===== config.mk =====
export PLATFORM = sky130hd
export DESIGN_NAME = div_unit
export DESIGN_NICKNAME = d
export VERILOG_FILES = /design/src/rtl/div_unit.sv
export SDC_FILE = /design/constraint.sdc
export NUM_CORES = 1
export LEC_CHECK = 0
export ABC_AREA = 1
export CAP_MARGIN = 40
export CORE_AREA = 2 2 247 249
export DETAILED_ROUTE_END_ITERATION = 12
export DIE_AREA = 0 0 249 251
export PLACE_DENSITY = 0.67
export SLEW_MARGIN = 40
export SYNTH_ARGS = -nofsm -noshare
export SYNTH_HDL_FRONTEND = slang
export SYNTH_SLANG_ARGS = --single-unit

===== constraint.sdc =====
create_clock -name clk -period 6.4 [get_ports clk]
set_clock_uncertainty 0.2 [all_clocks]
set_input_delay 0.64 -clock clk [delete_from_list [all_inputs] [get_ports clk]]
set_output_delay 0.64 -clock clk [all_outputs]
set_load 0.03 [all_outputs]

===== src/rtl/div_unit.sv =====
// Multi-cycle restoring divider for DIV/DIVU/REM/REMU.
// One quotient bit per cycle, with single-cycle results for divide-by-zero and signed overflow.
module div_unit #(
    parameter int WIDTH = 64
) (
    input  logic             clk,
    input  logic             reset,
    input  logic             start,
    input  logic             op_signed,
    input  logic             op_rem,
    input  logic [WIDTH-1:0] dividend,
    input  logic [WIDTH-1:0] divisor,
    input  logic             flush,
    output logic             busy,
    output logic             result_valid,
    output logic [WIDTH-1:0] result
);

    localparam int CNT_W = $clog2(WIDTH) + 1;
    localparam logic [WIDTH-1:0] ONE     = {{(WIDTH-1){1'b0}}, 1'b1};
    localparam logic [WIDTH-1:0] MIN_NEG = {1'b1, {(WIDTH-1){1'b0}}};
    localparam logic [CNT_W-1:0] CNT_ONE = {{(CNT_W-1){1'b0}}, 1'b1};

    typedef enum logic [1:0] {IDLE, CALC, FIX, DONE} state_t;

    state_t           state;
    logic [CNT_W-1:0] cnt;
    logic [WIDTH-1:0] quo;
    logic [WIDTH-1:0] dvs;
    logic [WIDTH-1:0] rem;
    logic             q_neg;
    logic             r_neg;
    logic             op_rem_q;

    // Ripple unsigned less-than, LSB to MSB: a higher differing bit overrides lower ones.
    function automatic logic lt_u(input logic [WIDTH:0] a, input logic [WIDTH:0] b);
        logic lt;
        lt = 1'b0;
        for (int i = 0; i <= WIDTH; i++) begin
            lt = (~a[i] & b[i]) | (~(a[i] ^ b[i]) & lt);
        end
        return lt;
    endfunction

    function automatic logic [WIDTH-1:0] neg2c(input logic [WIDTH-1:0] x);
        return ~x + ONE;
    endfunction

    logic signed [WIDTH-1:0] dividend_s;
    logic signed [WIDTH-1:0] divisor_s;
    logic                    dvd_neg;
    logic                    dvs_neg;
    logic [WIDTH-1:0]        dvd_mag;
    logic [WIDTH-1:0]        dvs_mag;
    logic                    div_zero;
    logic                    sgn_ovf;

    assign dividend_s = dividend;
    assign divisor_s  = divisor;
    assign dvd_neg    = op_signed && (dividend_s < 0);
    assign dvs_neg    = op_signed && (divisor_s < 0);
    assign dvd_mag    = dvd_neg ? neg2c(dividend) : dividend;
    assign dvs_mag    = dvs_neg ? neg2c(divisor) : divisor;
    assign div_zero   = (divisor == '0);
    assign sgn_ovf    = op_signed && (dividend == MIN_NEG) && (divisor == '1);

    // The dividend magnitude shifts out of quo's MSB while quotient bits shift in at its LSB.
    logic [WIDTH:0]   rem_shift;
    logic [WIDTH-1:0] rem_sub;
    logic             ge;

    assign rem_shift = {rem, quo[WIDTH-1]};
    assign ge        = ~lt_u(rem_shift, {1'b0, dvs});
    assign rem_sub   = rem_shift[WIDTH-1:0] - dvs;

    always_ff @(posedge clk) begin
        if (reset) begin
            state        <= IDLE;
            busy         <= 1'b0;
            result_valid <= 1'b0;
            result       <= '0;
            cnt          <= '0;
            quo          <= '0;
            dvs          <= '0;
            rem          <= '0;
            q_neg        <= 1'b0;
            r_neg        <= 1'b0;
            op_rem_q     <= 1'b0;
        end else if (flush) begin
            state        <= IDLE;
            busy         <= 1'b0;
            result_valid <= 1'b0;
        end else begin
            case (state)
                IDLE: begin
                    result_valid <= 1'b0;
                    if (start) begin
                        op_rem_q <= op_rem;
                        q_neg    <= dvd_neg ^ dvs_neg;
                        r_neg    <= dvd_neg;
                        quo      <= dvd_mag;
                        dvs      <= dvs_mag;
                        rem      <= '0;
                        busy     <= 1'b1;
                        if (div_zero) begin
                            result       <= op_rem ? dividend : '1;
                            result_valid <= 1'b1;
                            state        <= DONE;
                        end else if (sgn_ovf) begin
                            result       <= op_rem ? '0 : dividend;
                            result_valid <= 1'b1;
                            state        <= DONE;
                        end else begin
                            cnt   <= CNT_W'(WIDTH);
                            state <= CALC;
                        end
                    end
                end
                CALC: begin
                    quo <= {quo[WIDTH-2:0], ge};
                    rem <= ge ? rem_sub : rem_shift[WIDTH-1:0];
                    cnt <= cnt - CNT_ONE;
                    if (cnt == CNT_ONE) begin
                        state <= FIX;
                    end
                end
                FIX: begin
                    if (op_rem_q) begin
                        result <= r_neg ? neg2c(rem) : rem;
                    end else begin
                        result <= q_neg ? neg2c(quo) : quo;
                    end
                    result_valid <= 1'b1;
                    state        <= DONE;
                end
                DONE: begin
                    result_valid <= 1'b0;
                    busy         <= 1'b0;
                    state        <= IDLE;
                end
                default: begin
                    busy         <= 1'b0;
                    result_valid <= 1'b0;
                    state        <= IDLE;
                end
            endcase
        end
    end

endmodule


After elaboration in Yosys (flattened, before gate mapping):

Cells that the tools add are included.

* register bits: 270
* input bits: 134
* output and inout port bits: 66
* word-level logic and storage cells: 467

* add/sub/neg operators: 6
* $lt $le $gt $ge: 2
* equal/unequal tests: 11
* muxes and demuxes: 31
* bitwise operators: 389
* reductions and logical operators: 17

Operators with widths (count)
* $mux 64: 13
* $pmux 64 s2: 3
* $add 64x1->64 const B: 4
* $not 64->64: 4
* $not 1->1: 130
* $and 1x1->1: 128
* $eq 64x64->1 const B: 2
* $lt 64x1->1 const B: 2
* $logic_not 64->1: 1
* $sub 64x64->64: 1
* $xor 1x1->1: 64
* $or 1x1->1: 63
* $mux 7: 3
* $pmux 7 s2: 1
* $mux 2: 4
* $ne 2x2->1 const B: 4
* $pmux 2 s4: 1
* $eq 7x1->1 const B: 1
* $sub 7x1->7 const B: 1
* $reduce_and 3->1: 2
* $reduce_bool 2->1: 3
* $reduce_and 5->1: 1
* $eq 2x2->1 const B: 2
* $logic_and 1x1->1: 4
* 10 further kinds: 14

Logic depth before layout (Yosys ltp):

* depth in word-level cells: 131
* mapped depth: 68
* depth with buffers taken out: 66

Worst setup path before layout:

OpenSTA, ideal clock, no wires.

* path type: register to register
* from: register quo[63]
* to: register rem[62]
* setup time: 0.116 ns
* arrival time: 4.253 ns
* required time: 6.084 ns
* slack: 1.831 ns
* stages on the path, launching flop included: 44
* buffers on the path: 0
* clock period less this slack: 4.569 ns
* cell sequence: dfxtp_1 > inv_1 > ha_1 > inv_1 > fa_1 > a31oi_1 > o21ai_2 > nand3_1 > nand2_2 > nand3_1 > nand2_2 > nand3_1 > nand2_2 > nand3_1 > nand2_2 > inv_1 > o21ai_2 > a21oi_2 > [... 8 more ...] > nand2_2 > nand2_2 > nand2_2 > nand2_1 > nand2_1 > nand2_1 > nand2_2 > nand2_2 > nand2_2 > nand2_2 > nand2_2 > nand3_1 > nand3_1 > a221oi_2 > xor2_1 > nand2_1 > nand3_1 > a21oi_1

* longest elaborated chain between the ends: 131
* elaborated cells between the ends (all ways): 132
* classes of those cells: add/sub: 1; mux: 2; bitwise: 129

RTL lines
* start: declaration: line 28 `logic [WIDTH-1:0] quo;`
* start signal: assignment: line 101 `quo <= dvd_mag;`
* start signal: assignment: line 120 `quo <= {quo[WIDTH-2:0], ge};`
* $not 1->1: line 40 `lt = (~a[i] & b[i]) | (~(a[i] ^ b[i]) & lt);`
* $and 1x1->1 (2 in series): line 40
* $or 1x1->1: line 40
* $and 1x1->1: line 40
* $or 1x1->1: line 40
* $and 1x1->1: line 40
* $or 1x1->1: line 40
* $and 1x1->1: line 40
* [... 114 more ...]
* $or 1x1->1: line 40
* $and 1x1->1: line 40
* $or 1x1->1: line 40
* $and 1x1->1: line 40
* $or 1x1->1: line 40
* $and 1x1->1: line 40
* $mux 64 *: line 121 `rem <= ge ? rem_sub : rem_shift[WIDTH-1:0];`
* $pmux 64 s2 *: line 94 `case (state)`
* end signal: assignment: line 121
* end: declaration: line 30 `logic [WIDTH-1:0] rem;`

Mark *: on every way between the ends. The rest lies on a longest branch, timed or not.
A chain may end at the register's enable or synchronous reset.

Final worst setup path:

* from: input port dividend[0]
* to: register quo[63]

* longest elaborated chain between the ends: 5
* elaborated cells between the ends (all ways): 7
* classes of those cells: add/sub: 1; order compare: 1; mux: 3; bitwise: 1; reduce/logical: 1

RTL lines
* start: declaration: line 11 `input logic [WIDTH-1:0] dividend,`
* $not 64->64 / $lt 64x1->1 (equally long branches): line 46, 60
* $add 64x1->64 / $logic_and 1x1->1 (equally long branches): line 46, 60
* $mux 64 *: line 62 `assign dvd_mag = dvd_neg ? neg2c(dividend) : dividend;`
* $mux 64 *: line 97 `if (start) begin`
* $pmux 64 s2 *: line 94

Mark *: on every way between the ends. The rest lies on a longest branch, timed or not. The select of a mux whose other input is x is not followed.

==> results.ini <==
[global_route]
grt_pass1_wl_um = 129000
grt_pass1_vias = 24000
antenna_found_initial = 1
grt_max_degree = 108
grtUsageTotal = 0.256
grt-ovfl-total = 0

[sta]
rsz0062_at_grt = false
min_period_ps = 5420
fin_setup_tns_ps = 0
fmax_ghz = 0.185
hold_viol = 0
hold_slack_ps = 263
worst_pin_slew_ps = 911
setup_violations = 0
min_period_over_period = 0.846
max_slew_margin = 0.392
slew_violations = 0
fin_ws_ps = 985

[detailed_routing]
viasPerCell = 5.59
ant_nets = 0
post_drt_wl_per_cell_um = 17.9
drt-initial-drc-count = 2114
drc_errors = 0
wirelength_um = 82600
vias = 25900
first_pass_iters = 6

[final_layout]
drive_gt1_frac = 0.0564
ff_latch_area_um2 = 5410
final_cell_area_um2 = 27200
multiInputGateArea_um2 = 15600
nets = 4100
num_antenna_cells = 0
area_growth_pct = 15.0
nFillCells = 6346
layout_common_cells = 577 x a21oi_1, 569 x nand2_1, 461 x inv_1
finalNonFillerCells = 4628
layout_commonest_cell = a21oi_1

[place]
gp_congestion = 0.979
dp_cells = 4572
place_area_um2 = 26100
hpwl_um = 61700
dp_slack_ps = 588
io_buffer_count = 199

[floorplan]
die_y_um = 251
die-area_um2 = 62500
rows = 90
pin_count = 200
core_area_um2 = 59800
start_util = 0.396
chipWidth_um = 249

[yosys]
seq_area_frac_synth = 0.228
ys.warnings.count = 0
synth.distinct_cells = 63
netlist_area_um2 = 23700
synth_edf_count = 0
async_flop_share = 0
ys.flop_type = dfxtp_1
syn_area_per_cell_um2 = 6.31
synthCells = 3751
synth_fp_nets = 4025
ys_ff_latch = 270

[power_and_ir_drop]
power.density_nw_per_um2 = 210
peakVddDrop_uv = 164
p_leak_nw = 11.3

[run]
max_cap_viol_count = 0

[setup_path]
worstPathMaxFanout = 5
end_kind = flop
cp_data_required_time_ps = 6690
setup.worst_path.class = in2reg
critPathArrivalTime_ps = 5700
start_kind = primary input

[cts]
cts_buffer_depth = 3
insertion_delay_ps = 570
cts_setup_buffers = 0
htree_levels = 2
numCtsBuffers = 34
cts_resized = 0
cts_tree = built
clkSinkCount = 270
ctsHoldBuffers = 0
clk_pin_slew_ps = 60
clockRootBuffer = clkbuf_16

[status]
status = finished, final reports clean

[worst_hold_path]
hold_path.class = reg2reg

[routing by layer]
layer	track usage	vias up	routed length [um]
li1	-	12800	-
met1	0.306	11900	32700
met2	0.452	949	40400
met3	0.0334	212	5500
met4	0.127	0	4030
met5	0	-	0
[Yosys cell counts (38+ instances only)]
cell type,number,share of area
a21oi_1,577,0.12
nand2_1,571,0.091
inv_1,465,0.074
o21ai_0,359,0.076
nor2_1,305,0.048
dfxtp_1,270,0.23
nand3_1,222,0.047
clkbuf_1,146,0.023
ha_1,139,0.073
nor3_1,83,0.018
xnor2_1,77,0.028
xor2_1,75,0.028
nor4_1,53,0.014
nand2_2,48,0.013
nand4_1,47,0.012
o211ai_1,38,0.012
[sequential cells by signal (all words and copies together) (netlist names)]
name	flops
result_valid	1
cnt	7
r_neg	1
quo	64
result	64
state	2
dvs	64
busy	1
rem	64
q_neg	1
op_rem_q	1
[cell type report]
cell class              instances  area share
inverters                     482      0.0666
repair buffers                233      0.0854
clock inverters                13     0.00386
clock buffers                  43      0.0367
multi-input cells            2805       0.573
flip-flops and latches        270       0.199
well taps                     782      0.0360
[metrics by stage]
step,power [mW],utilization
after floorplan,3.25,-
after global placement,3.75,0.435
after detailed placement,3.77,0.436
after CTS,5.74,0.455
after global routing,6.06,0.455
final,5.72,0.455
[worst paths after layout]
path                                         startpoint                       to  slack [ps]  cells after the start
worst min-delay path            result[34]$_SDFFE_PP0P_  result[34]$_SDFFE_PP0P_         260                      2
worst min register to register  result[34]$_SDFFE_PP0P_  result[34]$_SDFFE_PP0P_         260                      2
worst max-delay path                        dividend[0]     quo[63]$_SDFFE_PP0P_         980                     19
worst max register to register      rem[1]$_SDFFE_PP0P_     rem[63]$_SDFFE_PP0P_        1220                     48
[worst max-delay path: stages]
cell and delay (ps):
clkdlybuf4s50_1 460, nor3_1 300, nand2_1 140, nor3_1 290, nand3_1 140, nor3_1 300, nand3_1 150, nor3_1 170
inv_1 80, nor3_1 210, nand2_1 150, nor4_1 360, nand2_1 180, or4_1 540, nor3_1 440, nand3_1 180
o21ai_0 600, nand4_1 160, a31oi_1 200
[report_power, final]
part,switching (mW),internal [mW],leakage (nW),total (mW)
registers,0.114,1.78,2.20,1.89
clock network,0.821,1.14,0.543,1.96
logic,1.20,0.674,8.53,1.87
total,2.13,3.59,11.3,5.72
[cells by family after synthesis]
family          synth area share
flops                      0.228
xor+xnor                  0.0562
buf+inv                    0.115
simple gates               0.260
compound gates             0.259
fa+ha+maj                 0.0824
Note: power is estimated with default switching activity, not from simulation.
